## src/rtl/fpu_div_seq.sv

```systemverilog
// fpu_div_seq: sequential binary32 divider (restoring quotient loop + RNE) with valid/ready handshakes.
// Optional macro FPU_DIV_DENORM_EN enables denormal input normalization and gradual underflow.

module fpu_div_split (
  input  logic [31:0] f,
  output logic        sign,
  output logic [7:0]  exp,
  output logic [23:0] man,
  output logic        is_zero,
  output logic        is_sub,
  output logic        is_inf,
  output logic        is_nan,
  output logic        is_snan
);
  always_comb begin
    sign    = f[31];
    exp     = f[30:23];
    man     = {(f[30:23] != 8'd0), f[22:0]};
    is_zero = (f[30:23] == 8'd0)  && (f[22:0] == 23'd0);
    is_sub  = (f[30:23] == 8'd0)  && (f[22:0] != 23'd0);
    is_inf  = (f[30:23] == 8'hFF) && (f[22:0] == 23'd0);
    is_nan  = (f[30:23] == 8'hFF) && (f[22:0] != 23'd0);
    is_snan = is_nan && !f[22];
  end
endmodule

module fpu_div_seq #(
  parameter logic [31:0] CANON_NAN = 32'h7FC00000,
  parameter int          QBITS     = 26
) (
  input  logic        clk,
  input  logic        reset,
  input  logic        valid_in,
  output logic        ready_out,
  input  logic [31:0] a,
  input  logic [31:0] b,
  output logic        valid_out,
  input  logic        ready_in,
  output logic [31:0] float_out,
  output logic [4:0]  fflags
);
  localparam logic [4:0] FL_NV = 5'b10000;
  localparam logic [4:0] FL_DZ = 5'b01000;
  localparam logic [4:0] FL_OF = 5'b00100;
  localparam logic [4:0] FL_UF = 5'b00010;
  localparam logic [4:0] FL_NX = 5'b00001;

  typedef enum logic [2:0] {IDLE, SPECIAL, PRE, ITER, ROUND, DONE} state_t;

  state_t             state_q, state_d;
  logic               sign_q, sign_d;
  logic signed [9:0]  e_q, e_d;
  logic [23:0]        ma_q, ma_d, mb_q, mb_d;
  logic [25:0]        rem_q, rem_d, quo_q, quo_d;
  logic [4:0]         cnt_q, cnt_d;
  logic [31:0]        spec_res_q, spec_res_d;
  logic [4:0]         spec_fl_q, spec_fl_d;
  logic               valid_q, valid_d;
  logic [31:0]        res_q, res_d;
  logic [4:0]         flags_q, flags_d;

  logic        a_sign, a_zero, a_sub, a_inf, a_nan, a_snan;
  logic        b_sign, b_zero, b_sub, b_inf, b_nan, b_snan;
  logic [7:0]  a_exp, b_exp, ea_eff, eb_eff;
  logic [23:0] a_man, b_man;
  logic        a_zero_eff, b_zero_eff, sgn;
  logic        spec_hit;
  logic [31:0] spec_val;
  logic [4:0]  spec_fl;

  fpu_div_split u_split_a (
    .f(a), .sign(a_sign), .exp(a_exp), .man(a_man), .is_zero(a_zero),
    .is_sub(a_sub), .is_inf(a_inf), .is_nan(a_nan), .is_snan(a_snan)
  );

  fpu_div_split u_split_b (
    .f(b), .sign(b_sign), .exp(b_exp), .man(b_man), .is_zero(b_zero),
    .is_sub(b_sub), .is_inf(b_inf), .is_nan(b_nan), .is_snan(b_snan)
  );

  assign ready_out = (state_q == IDLE) && !reset;
  assign valid_out = valid_q;
  assign float_out = res_q;
  assign fflags    = flags_q;

  // Without denormal support a subnormal operand behaves exactly like a signed zero.
  always_comb begin
`ifdef FPU_DIV_DENORM_EN
    a_zero_eff = a_zero;
    b_zero_eff = b_zero;
    ea_eff     = (a_exp == 8'd0) ? 8'd1 : a_exp;
    eb_eff     = (b_exp == 8'd0) ? 8'd1 : b_exp;
`else
    a_zero_eff = a_zero | a_sub;
    b_zero_eff = b_zero | b_sub;
    ea_eff     = a_exp;
    eb_eff     = b_exp;
`endif
    sgn      = a_sign ^ b_sign;
    spec_hit = 1'b1;
    spec_val = CANON_NAN;
    spec_fl  = 5'b00000;
    if (a_snan || b_snan) begin
      spec_fl = FL_NV;
    end else if (a_nan || b_nan) begin
      spec_fl = 5'b00000;
    end else if ((a_inf && b_inf) || (a_zero_eff && b_zero_eff)) begin
      spec_fl = FL_NV;
    end else if (b_zero_eff) begin
      spec_val = {sgn, 8'hFF, 23'd0};
      spec_fl  = FL_DZ;
    end else if (a_inf) begin
      spec_val = {sgn, 8'hFF, 23'd0};
    end else if (b_inf || a_zero_eff) begin
      spec_val = {sgn, 31'd0};
    end else begin
      spec_hit = 1'b0;
    end
  end

  logic        sticky, up, inexact;
  logic [30:0] sum;
  logic [31:0] rnd_res;
  logic [4:0]  rnd_flags;
`ifdef FPU_DIV_DENORM_EN
  logic signed [9:0] shs;
  logic [4:0]        shamt;
  logic [51:0]       shext;
  logic [25:0]       dsig;
  logic              dst;
`endif

  // Quotient is 1.xxx in quo_q[25:2]; adding the significand onto (e-1) lets carries ripple into the exponent.
  always_comb begin
    sticky    = |rem_q;
    up        = quo_q[1] & (quo_q[0] | sticky | quo_q[2]);
    inexact   = quo_q[1] | quo_q[0] | sticky;
    sum       = {e_q[7:0] - 8'd1, 23'd0} + {7'd0, quo_q[25:2]} + 31'(up);
    rnd_res   = {sign_q, sum};
    rnd_flags = {4'b0000, inexact};
`ifdef FPU_DIV_DENORM_EN
    shs   = 10'sd1 - e_q;
    shamt = (shs > 10'sd27) ? 5'd27 : shs[4:0];
    shext = {quo_q, 26'd0} >> shamt;
    dsig  = shext[51:26];
    dst   = sticky | (|shext[25:0]);
`endif
    if (e_q >= 10'sd255) begin
      rnd_res   = {sign_q, 8'hFF, 23'd0};
      rnd_flags = FL_OF | FL_NX;
    end else if (e_q <= 10'sd0) begin
`ifdef FPU_DIV_DENORM_EN
      up        = dsig[1] & (dsig[0] | dst | dsig[2]);
      inexact   = dsig[1] | dsig[0] | dst;
      sum       = {7'd0, dsig[25:2]} + 31'(up);
      rnd_res   = {sign_q, sum};
      rnd_flags = inexact ? (FL_UF | FL_NX) : 5'b00000;
`else
      rnd_res   = {sign_q, 31'd0};
      rnd_flags = FL_UF | FL_NX;
`endif
    end else if (sum[30:23] == 8'hFF) begin
      rnd_res   = {sign_q, 8'hFF, 23'd0};
      rnd_flags = FL_OF | FL_NX;
    end
  end

  always_comb begin
    state_d    = state_q;
    sign_d     = sign_q;
    e_d        = e_q;
    ma_d       = ma_q;
    mb_d       = mb_q;
    rem_d      = rem_q;
    quo_d      = quo_q;
    cnt_d      = cnt_q;
    spec_res_d = spec_res_q;
    spec_fl_d  = spec_fl_q;
    valid_d    = valid_q;
    res_d      = res_q;
    flags_d    = flags_q;
    case (state_q)
      IDLE: begin
        if (valid_in && ready_out) begin
          sign_d     = sgn;
          ma_d       = a_man;
          mb_d       = b_man;
          e_d        = 10'({2'b00, ea_eff} - {2'b00, eb_eff} + 10'd127);
          spec_res_d = spec_val;
          spec_fl_d  = spec_fl;
          quo_d      = 26'd0;
          cnt_d      = 5'd0;
          state_d    = spec_hit ? SPECIAL : PRE;
        end
      end
      SPECIAL: begin
        res_d   = spec_res_q;
        flags_d = spec_fl_q;
        valid_d = 1'b1;
        state_d = DONE;
      end
      PRE: begin
`ifdef FPU_DIV_DENORM_EN
        if (!ma_q[23] || !mb_q[23]) begin
          if (!ma_q[23]) begin
            ma_d = ma_q << 1;
            e_d  = e_d - 10'sd1;
          end
          if (!mb_q[23]) begin
            mb_d = mb_q << 1;
            e_d  = e_d + 10'sd1;
          end
        end else
`endif
        begin
          if (ma_q < mb_q) begin
            rem_d = {1'b0, ma_q, 1'b0};
            e_d   = e_q - 10'sd1;
          end else begin
            rem_d = {2'b00, ma_q};
          end
          cnt_d   = 5'd0;
          state_d = ITER;
        end
      end
      ITER: begin
        if (rem_q >= {2'b00, mb_q}) begin
          quo_d = {quo_q[24:0], 1'b1};
          rem_d = (rem_q - {2'b00, mb_q}) << 1;
        end else begin
          quo_d = {quo_q[24:0], 1'b0};
          rem_d = rem_q << 1;
        end
        cnt_d = cnt_q + 5'd1;
        if (cnt_q == 5'(QBITS - 1)) state_d = ROUND;
      end
      ROUND: begin
        res_d   = rnd_res;
        flags_d = rnd_flags;
        valid_d = 1'b1;
        state_d = DONE;
      end
      DONE: begin
        if (ready_in) begin
          valid_d = 1'b0;
          state_d = IDLE;
        end
      end
      default: state_d = IDLE;
    endcase
  end

  always_ff @(posedge clk) begin
    if (reset) begin
      state_q    <= IDLE;
      sign_q     <= 1'b0;
      e_q        <= '0;
      ma_q       <= '0;
      mb_q       <= '0;
      rem_q      <= '0;
      quo_q      <= '0;
      cnt_q      <= '0;
      spec_res_q <= '0;
      spec_fl_q  <= '0;
      valid_q    <= 1'b0;
      res_q      <= '0;
      flags_q    <= '0;
    end else begin
      state_q    <= state_d;
      sign_q     <= sign_d;
      e_q        <= e_d;
      ma_q       <= ma_d;
      mb_q       <= mb_d;
      rem_q      <= rem_d;
      quo_q      <= quo_d;
      cnt_q      <= cnt_d;
      spec_res_q <= spec_res_d;
      spec_fl_q  <= spec_fl_d;
      valid_q    <= valid_d;
      res_q      <= res_d;
      flags_q    <= flags_d;
    end
  end
endmodule

```

## config.mk

```make
export PLATFORM = sky130hd
export DESIGN_NAME = fpu_div_seq
export DESIGN_NICKNAME = d
export VERILOG_FILES = /design/src/rtl/fpu_div_seq.sv
export SDC_FILE = /design/constraint.sdc
export NUM_CORES = 1
export LEC_CHECK = 0
export ABC_AREA = 1
export BUFFER_PORTS_ARGS = -buffer_cell sky130_fd_sc_hd__buf_4
export CAP_MARGIN = 10
export CORE_MARGIN = 5
export CORE_UTILIZATION = 65
export CTS_CLUSTER_SIZE = 28
export DETAILED_ROUTE_END_ITERATION = 7
export GPL_TIMING_DRIVEN = 0
export HOLD_SLACK_MARGIN = 0.12
export PLACE_DENSITY = 0.86
export SLEW_MARGIN = 25
export SYNTH_ARGS = -nofsm -noshare
export SYNTH_HDL_FRONTEND = slang
export SYNTH_HIERARCHICAL = 1
export SYNTH_SLANG_ARGS = --single-unit
```

## constraint.sdc

```tcl
create_clock -name clk -period 7.6 [get_ports clk]
set_clock_uncertainty 0.2 [all_clocks]
set_input_delay 1.52 -clock clk [delete_from_list [all_inputs] [get_ports clk]]
set_output_delay 1.52 -clock clk [all_outputs]
set_load 0.01 [all_outputs]
```

==> flow_summary.yaml, run 1 <==
detailed_routing:
  vias: 11930
  viasPerCell: 5.621
  m1WireLength_mm: 14.22
  drt_iter0_drc: 1191
  drtAntennaViolNets: 0
  drt-wirelength-per-cell_um: 15.60
  drt_pass1_iterations: 5
  wl_met2_mm: 14.99
  wirelength_mm: 33.12
  wl_met3_mm: 3.099
  highest_layer: "met4"
  drc_errors: 0
power_and_ir_drop:
  power_density_nw_per_um2: 446.8
  switching_share: 0.5282
  seq_power_share: 0.204
  vdd_drop_max_uv: 247.8
  internal_power_mw: 2.726
  clkPwrFrac: 0.150
  p_leak_nw: 5.978
  net-switching-power_mw: 3.053
  combinationalPowerShare: 0.646
sta:
  setup_tns_ps: 0
  tightestPinTransition_ps: 778.6
  fin_crit_sh: 0.5059
  min_period_ps: 3845
  hold_violations: 0
  max_freq_mhz: 260.1
  rsz0062_at_grt: "no"
  setup_viol: 0
  maxSlewViolCount: 0
  timing.slew.headroom: 0.4754
floorplanning:
  io_pins: 107
  core_area_um2: 17180
  die_w_um: 141.8
  initial_core_util: 0.6571
  dieArea_um2: 20100
  fp.dieH_um: 141.8
  rows: 48
yosys:
  async_flop_share: 0
  ys_seq_elements: 162
  yosysWarnings: 6
  ys.flop_type: "dfxtp_1"
  yosysSeqAreaShare: 0.2873
  synth_area_um2: 11290
  synth_edf_count: 0
  syn_inst: 1763
  syn-num-nets: 1895
  syn_area_per_cell_um2: 6.402
  yosys.cell_types.count: 51
clock_tree:
  ctsHoldBuffers: 0
  clock_path_buffers: 2
  cts_setup_buffers: 0
  clock_sinks: 162
  root_buffer: "clkbuf_16"
  clk_latency_ps: 440
  cts_tree: "built"
  clk_pin_slew_ps: 70
  htreeDepth: 4
  cts_resized: 0
  cts_buffers: 17
grt:
  grt_max_degree: 18
  grt-ovfl-total: 0
  track_usage: 0.3273
  first_global_vias: 10820
  antenna_found_initial: 0
  grt_pass1_wl_mm: 53.58
layout:
  antennaDiodeCount: 0
  syn_to_final_growth_pct: 14.59
  fin_cells: 2123
  nets: 2017
  final_layout_size_suffix_gt1_frac: 0.1428
worst_setup_path:
  startpoint_type: "input pin"
  criticalPathCategory: "in2out"
  worst_ep_arrival_time_ps: 2120
  required_ps: 5880
  end_kind: "output port"
  critPathMaxFanout: 6
  reg2regPathDepth: 13
place:
  hpwlAfterDp_mm: 26.18
  gp_congestion: 1.005
  place_inst: 2091
  port_buffers: 103
job:
  drv_cap: 0
worst_hold_path:
  hold_path.class: "reg2reg"
  hold_depth: 2
status:
  status: "complete, no violations"
cell type report:
type	count	area [um^2]
Buffer	126	768.2
Clock buffer	17	425.4
Clock inverter	15	166.4
Fill cell	1422	4243
Inverter	201	754.5
Multi-Input combinational cell	1274	6521
Sequential cell	162	3243
Tap cell	225	281.5
Timing Repair Buffer	103	773.2
per-stage QoR:
step	power, mW	hold slack, ps	area, um^2	util	setup WS (ps)
after floorplan	3.816	223.1	11290	-	4022
after global placement	4.723	252.4	12340	0.7185	3650
after detailed placement	4.775	256.6	12340	0.7185	3623
after CTS	5.669	267.1	12930	0.7530	3773
after global routing	6.243	289.2	12930	0.7530	3715
final	5.779	265.4	12930	0.7530	3755
placed cells by master, fill, tap and decap left out, types with 3 or more instances in the layout:
| master | Yosys | layout |
|---|---|---|
| nand2_1 | 418 | 418 |
| nor2_1 | 203 | 203 |
| inv_1 | 186 | 186 |
| buf_4 | 70 | 173 |
| dfxtp_1 | 162 | 162 |
| o21ai_0 | 146 | 146 |
| a21oi_1 | 140 | 140 |
| nand3_1 | 121 | 121 |
| ha_1 | 62 | 62 |
| clkbuf_1 | 37 | 37 |
| nand4_1 | 28 | 28 |
| xor2_1 | 20 | 20 |
| nor3_1 | 18 | 18 |
| clkbuf_16 | 0 | 17 |
| xnor2_1 | 16 | 16 |
| buf_2 | 14 | 14 |
| inv_2 | 12 | 12 |
| nand3b_1 | 12 | 12 |
| nor2_2 | 8 | 8 |
| a31oi_1 | 7 | 7 |
| or2_2 | 7 | 7 |
| nor4_1 | 6 | 6 |
| o21ai_1 | 5 | 5 |
| a21o_1 | 5 | 5 |
| o21bai_1 | 5 | 5 |
| nand2_2 | 5 | 5 |
| nor2_4 | 4 | 4 |
| inv_6 | 0 | 4 |
| clkinvlp_4 | 0 | 4 |
| clkinv_1 | 3 | 3 |
| o21ai_2 | 3 | 3 |
| a21boi_2 | 3 | 3 |
| o211ai_1 | 3 | 3 |
| buf_1 | 3 | 3 |
| inv_8 | 0 | 3 |
path summary, 6_finish.rpt:
check / start / endpoint / slack, ps
max: reset / ready_out / 3760
min: rem_q[25]$_SDFFE_PP0P_ / rem_q[25]$_SDFFE_PP0P_ / 270
max reg2reg: rem_q[0]$_SDFFE_PP0P_ / rem_q[24]$_SDFFE_PP0P_ / 4470
min reg2reg: rem_q[25]$_SDFFE_PP0P_ / rem_q[25]$_SDFFE_PP0P_ / 270
power groups by stage:
stage / clock network (mW) / logic, mW / registers [mW]
3_5_place_dp: 0 / 3.59 / 1.19
2_1_floorplan: 0 / 2.66 / 1.15
3_3_place_gp: 0 / 3.54 / 1.18
5_1_grt: 0.904 / 4.14 / 1.19
6_report: 0.866 / 3.73 / 1.18
4_1_cts: 0.863 / 3.64 / 1.17
state kept, by name, indices dropped and copies added (netlist names):
| signal | count |
|---|---|
| e_q | 10 |
| ma_q | 24 |
| rem_q | 26 |
| valid_out | 1 |
| cnt_q | 5 |
| state_q | 3 |
| float_out | 32 |
| fflags | 5 |
| quo_q | 26 |
| spec_fl_q | 2 |
| mb_q | 24 |
| spec_res_q | 3 |
| sign_q | 1 |
synth_stat cells (6+ instances only):
cell      number  share of area
ha_1          62          0.069
xor2_1        20          0.016
nand4_1       28          0.016
a31oi_1        7         0.0039
nor2_2         8         0.0044
buf_4         70          0.047
or2_2          7         0.0039
nor3_1        18         0.0080
inv_2         12         0.0040
dfxtp_1      162           0.29
nand2_1      418           0.14
xnor2_1       16          0.012
inv_1        186          0.062
nor4_1         6         0.0033
a21oi_1      140          0.062
o21ai_0      146          0.065
nand3_1      121          0.054
buf_2         14         0.0062
nor2_1       203          0.068
clkbuf_1      37          0.012
nand3b_1      12         0.0080
critical path, cell delays in order:
cell,delay [ps]
clkbuf_1,340
nor2_4,100
buf_4,160
routing by layer:
layer / vias up / GRT usage
met1: 5410 / 0.4434
li1: 5913 / -
met2: 544 / 0.5305
met5: - / 0
met4: 0 / 0.1035
met3: 67 / 0.05999
cells by family after synthesis:
| kind of cell | after synthesis | synth area share |
|---|---|---|
| simple gates | 845 | 0.3221 |
| compound gates | 329 | 0.1554 |
| buf+inv | 327 | 0.1349 |
| flops | 162 | 0.2873 |
| fa+ha+maj | 64 | 0.07228 |
| xor+xnor | 36 | 0.02793 |
Power figures use the tool's default switching activity.
==> inputs of run 2 (changes only) <==
- ABC_AREA: 1 -> 0
- CORE_UTILIZATION: 65 -> 60
- PLACE_DENSITY: 0.86 -> 0.81
- clock period: 7.6 -> 3.67 ns (I/O delays scaled with it)
==> flow_summary.yaml, run 2 <==
status:
  status: "complete, no violations"
yosys:
  async_flop_share: 0
  synth_area_leaders: "dfxtp_1 (30%), nand2_1 (7.5%), ha_1 (7.2%)"
  yosys.cell_types.count: 74
  yosysSeqAreaShare: 0.2998
  ys_top_cells_by_count: "nand2_1 (217), dfxtp_1 (162), a21oi_1 (108)"
  ys_seq_elements: 162
  synth_compound_area_frac: 0.2267
  synth_top_area_frac: 0.2998
  yosysMostFrequentCell: "nand2_1"
  yosysTopAreaCell: "dfxtp_1"
  yosys-mux-area-fraction: 0.02915
  syn-num-nets: 1525
  synth_xor_area_frac: 0.05252
  synth_area_um2: 10820
  synth_fa_ha_area_frac: 0.07542
  synth_edf_count: 0
  synth-simple-area-share: 0.2251
  syn_area_per_cell_um2: 7.765
  ys.flop_type: "dfxtp_1"
  synth_top_family_by_area: "compound AO/OA/AOI/OAI gates"
  syn_inst: 1393
  yosysWarnings: 6
grt:
  first_global_vias: 9722
  track_usage: 0.2895
  antenna_found_initial: 0
  grt_pass1_wl_mm: 48.27
  grt-ovfl-total: 0
  grt_max_degree: 18
worst_setup_path:
  end_kind: "register"
  r2r-start: "mb_q[14]$_SDFFE_PP0P_"
  endpoint: "rem_q[1]$_SDFFE_PP0P_"
  reg2regPathDepth: 11
  critPathLaunch: "mb_q[14]$_SDFFE_PP0P_"
  startpoint_type: "register"
  worst_ep_arrival_time_ps: 3710
  criticalPathCategory: "reg2reg"
  critPathMaxFanout: 10
  required_ps: 3800
  worst_r2r_endpoint: "rem_q[1]$_SDFFE_PP0P_"
  ff2ff_setup_slack_ps: 90
worst_hold_path:
  hp-start: "float_out[9]$_SDFFE_PP0P_"
  hold_path.class: "reg2reg"
place:
  dpl_cell_area_um2: 11880
  hpwlAfterDp_mm: 23.64
  place_inst: 1726
  port_buffers: 104
  gp_congestion: 0.9556
sta:
  maxSlewViolCount: 0
  fin_crit_sh: 0.9756
  hold_violations: 0
  timing.slew.headroom: 0.4528
  max_freq_mhz: 279.3
  setup_tns_ps: 0
  tightestPinTransition_ps: 817.8
  setup_viol: 0
  min_period_ps: 3581
power_and_ir_drop:
  p_leak_nw: 4.980
  internal_power_mw: 5.776
  net-switching-power_mw: 5.570
  vdd_drop_max_uv: 572.6
  clkPwrFrac: 0.155
  power_mw: 11.35
  combinationalPowerShare: 0.630
  seq_power_share: 0.215
  power_density_nw_per_um2: 908.6
  switching_share: 0.4909
floorplanning:
  initial_core_util: 0.6063
  core_area_um2: 17840
  dieArea_um2: 20810
  fp.dieH_um: 144.3
  die_w_um: 144.3
  rows: 49
  io_pins: 107
detailed_routing:
  drt_iter0_drc: 1117
  vias: 10750
  drt_pass1_iterations: 8
  drtAntennaViolNets: 0
  drt-wirelength-per-cell_um: 17.42
  wirelength_mm: 30.63
  viasPerCell: 6.117
  drc_errors: 0
layout:
  antennaDiodeCount: 0
  fin_cells: 1758
  final_layout_size_suffix_gt1_frac: 0.1785
  fillers: 1465
  design_area_um2: 12490
  syn_to_final_growth_pct: 15.44
  fin_util: 0.6999
  largest_register_ff_count: 32
  final_cell_mix: "nand2_1 (217), buf_4 (168), dfxtp_1 (162), a21oi_1 (107), o21ai_0 (93)"
  nets: 1648
  layout_commonest_cell: "nand2_1"
clock_tree:
  cts_tree: "built"
  clock_path_buffers: 2
  cts_setup_buffers: 0
  clock_sinks: 162
  htreeDepth: 4
  clk_latency_ps: 430
  ctsHoldBuffers: 0
  root_buffer: "clkbuf_16"
  clk_pin_slew_ps: 70
  cts_buffers: 17
job:
  drv_cap: 0
## run 2: cell families (layout without fill, tap and decap cells)
kind of cell	Yosys count	after routing
xor+xnor	64	64
buf+inv	190	326
compound gates	380	380
mux	30	30
flops	162	162
simple gates	503	503
fa+ha+maj	64	64
## run 2: layout make-up
cell class,count,area [um^2],share of cell area
Clock inverter,14,138.9,0.01112
Multi-Input combinational cell,1041,6609,0.5293
Sequential cell,162,3243,0.2597
Clock buffer,18,439.2,0.03517
Buffer,134,779.5,0.06242
Inverter,56,210.2,0.01683
Tap cell,229,286.5,0.02295
Timing Repair Buffer,104,780.7,0.06252
## run 2: repair_timing
action                                  4_1_cts  5_1_grt
gates resized for setup                       2        4
gates cloned                                  0        0
endpoints found under the setup margin       11       12
hold endpoints to repair                      0        0
## run 2: how the worst min path moves through the flow
| stage | end | slack [ps] | cells after the start |
|---|---|---|---|
| 6_report | float_out[9]$_SDFFE_PP0P_ | 260 | 2 |
| 3_5_place_dp | float_out[9]$_SDFFE_PP0P_ | 240 | 2 |
| 3_3_place_gp | float_out[3]$_SDFFE_PP0P_ | 240 | 2 |
| 4_1_cts | float_out[28]$_SDFFE_PP0P_ | 260 | 2 |
| 2_1_floorplan | spec_res_q[31]$_SDFFE_PP0P_ | 230 | 2 |
| 5_1_grt | float_out[28]$_SDFFE_PP0P_ | 270 | 2 |
## run 2: worst max-delay path: stages, from the launching register on
cell and delay, ps:
dfxtp_1 310, inv_1 90, ha_1 400, a21oi_2 300, o21bai_1 180, a22oi_1 330
nand4_1 280, a31oi_1 300, buf_2 290, buf_2 320, o21ai_0 130, a221o_1 320
## run 2: per-layer routing
layer	track usage	vias up	wire (um)
li1	-	5198	-
met1	0.4075	4913	13310
met2	0.4547	566	13480
met3	0.05060	76	2988
met4	0.08935	0	843
met5	0	-	0
## run 2: power by group through the flow
| stage | sequential (mW) | combinational, mW | clock [mW] |
|---|---|---|---|
| 6_report | 2.43 | 7.15 | 1.76 |
| 5_1_grt | 2.47 | 7.70 | 1.83 |
| 4_1_cts | 2.41 | 6.93 | 1.76 |
| 3_5_place_dp | 2.45 | 6.83 | 0 |
| 3_3_place_gp | 2.44 | 6.73 | 0 |
| 2_1_floorplan | 2.36 | 5.21 | 0 |
## run 2: stage by stage
| stage | setup WS [ps] | hold slack [ps] |
|---|---|---|
| after global routing | -1.290 | 271.5 |
| after detailed placement | -183.5 | 243.1 |
| after CTS | 135.5 | 255.4 |
| after global placement | -166.4 | 237.8 |
| after floorplan | 121.2 | 230.1 |
| final | 89.44 | 255.7 |
==> inputs of run 3 (changes only) <==
- CAP_MARGIN: 10 -> 0
- clock period: 3.67 -> 3.6 ns (I/O delays scaled with it)
==> flow_summary.yaml, run 3 (synthesis results as in run 2) <==
clock_tree:
  cts_buffers: 17
  clock_path_buffers: 2
  clk_latency_ps: 440
  cts_tree: "built"
  clock_sinks: 162
  htreeDepth: 4
  root_buffer: "clkbuf_16"
  clk_pin_slew_ps: 70
  ctsHoldBuffers: 0
worst_setup_path:
  criticalPathCategory: "reg2reg"
  critPathMaxFanout: 10
  worst_r2r_endpoint: "rem_q[15]$_SDFFE_PP0P_"
  end_kind: "register"
  critPathLaunch: "mb_q[14]$_SDFFE_PP0P_"
  r2r-start: "mb_q[14]$_SDFFE_PP0P_"
  startpoint_type: "register"
  required_ps: 3720
  reg2regPathDepth: 11
  ff2ff_setup_slack_ps: 150
  worst_ep_arrival_time_ps: 3570
  endpoint: "rem_q[15]$_SDFFE_PP0P_"
layout:
  layout_commonest_cell: "nand2_1"
  final_cell_mix: "nand2_1 (217), buf_4 (170), dfxtp_1 (162), a21oi_1 (107), o21ai_0 (93)"
  nets: 1649
  fin_util: 0.7006
  final_layout_size_suffix_gt1_frac: 0.1791
  antennaDiodeCount: 0
  fin_cells: 1759
  largest_register_ff_count: 32
  syn_to_final_growth_pct: 15.56
power_and_ir_drop:
  vdd_drop_max_uv: 592.5
  net-switching-power_mw: 5.715
  switching_share: 0.4898
  combinationalPowerShare: 0.633
  power_density_nw_per_um2: 933.5
  internal_power_mw: 5.954
  clkPwrFrac: 0.154
  seq_power_share: 0.213
  p_leak_nw: 4.986
place:
  place_inst: 1726
  port_buffers: 104
  hpwlAfterDp_mm: 23.64
  gp_congestion: 0.9556
floorplanning:
  initial_core_util: 0.6063
  dieArea_um2: 20810
  fp.dieH_um: 144.3
  core_area_um2: 17840
  rows: 49
  io_pins: 107
  die_w_um: 144.3
grt:
  track_usage: 0.2895
  antenna_found_initial: 0
  grt_max_degree: 18
  first_global_vias: 9722
  grt_pass1_wl_mm: 48.27
  grt-ovfl-total: 0
detailed_routing:
  drtAntennaViolNets: 0
  viasPerCell: 6.082
  drt-wirelength-per-cell_um: 17.48
  drt_pass1_iterations: 6
  vias: 10700
  drc_errors: 0
  drt_iter0_drc: 1242
  wirelength_mm: 30.74
sta:
  tightestPinTransition_ps: 785.6
  maxSlewViolCount: 0
  setup_viol: 0
  fin_crit_sh: 0.9575
  rsz0062_at_grt: "no"
  hold_violations: 0
  fin_hold_ws_ps: 255.7
  timing.slew.headroom: 0.4743
  max_freq_mhz: 290.1
  min_period_ps: 3447
worst_hold_path:
  hold_path.class: "reg2reg"
  hp-start: "float_out[28]$_SDFFE_PP0P_"
job:
  drv_cap: 0
status:
  status: "complete, no violations"
run 3: layer usage:
metal,global-route usage,share of wire
met5,0,0
met4,0.08935,0.027
met3,0.05060,0.090
met2,0.4547,0.44
met1,0.4075,0.44
run 3: stage by stage:
stage | power, mW | cell area [um^2] | worst slack, ps | TNS, ps
after floorplan | 7.716 | 10820 | 65.17 | 0
after global placement | 9.343 | 11880 | -222.4 | -397.5
after detailed placement | 9.465 | 11880 | -239.5 | -990.9
after CTS | 11.32 | 12470 | 65.49 | 0
after global routing | 12.32 | 12500 | 25.82 | 0
final | 11.67 | 12500 | 153.0 | 0
run 3: worst min path at each step:
stage | endpoint | slack [ps] | depth (start not counted)
finish | float_out[28]$_SDFFE_PP0P_ | 260 | 2
floorplan | spec_res_q[31]$_SDFFE_PP0P_ | 230 | 2
global placement | float_out[3]$_SDFFE_PP0P_ | 240 | 2
detailed placement | float_out[9]$_SDFFE_PP0P_ | 240 | 2
CTS | float_out[28]$_SDFFE_PP0P_ | 260 | 2
global route | float_out[28]$_SDFFE_PP0P_ | 270 | 2
run 3: power groups by stage:
stage | clock network (mW) | registers (mW) | logic (mW)
2_1_floorplan | 0 | 2.40 | 5.31
3_3_place_gp | 0 | 2.48 | 6.86
3_5_place_dp | 0 | 2.50 | 6.97
4_1_cts | 1.79 | 2.46 | 7.06
5_1_grt | 1.87 | 2.51 | 7.94
6_report | 1.80 | 2.49 | 7.38
run 3: worst max-delay path, stage by stage (launching register included):
cell and delay (ps):
dfxtp_1 310, inv_1 90, ha_1 400, a21oi_2 320, o21bai_1 180, a22oi_1 330, nand4_1 190, a31oi_1 270
buf_2 290, buf_2 270, o21ai_0 140, a221o_1 330
run 3: area by class of cell:
class                      instances  area, um^2
tap                              229       286.5
timing repair buffer             106       795.8
inverter                          56       210.2
buffer                           133       777.0
multi-input combinational       1041        6609
sequential                       162        3243
fill                            1464        5341
clock inverter                    14       138.9
clock buffer                      18       439.2
run 3: what timing repair did:
action | CTS | global route
pin swaps | 0 | 2
resized for setup | 2 | 5
setup endpoints to repair | 18 | 36
setup buffers | 0 | 2
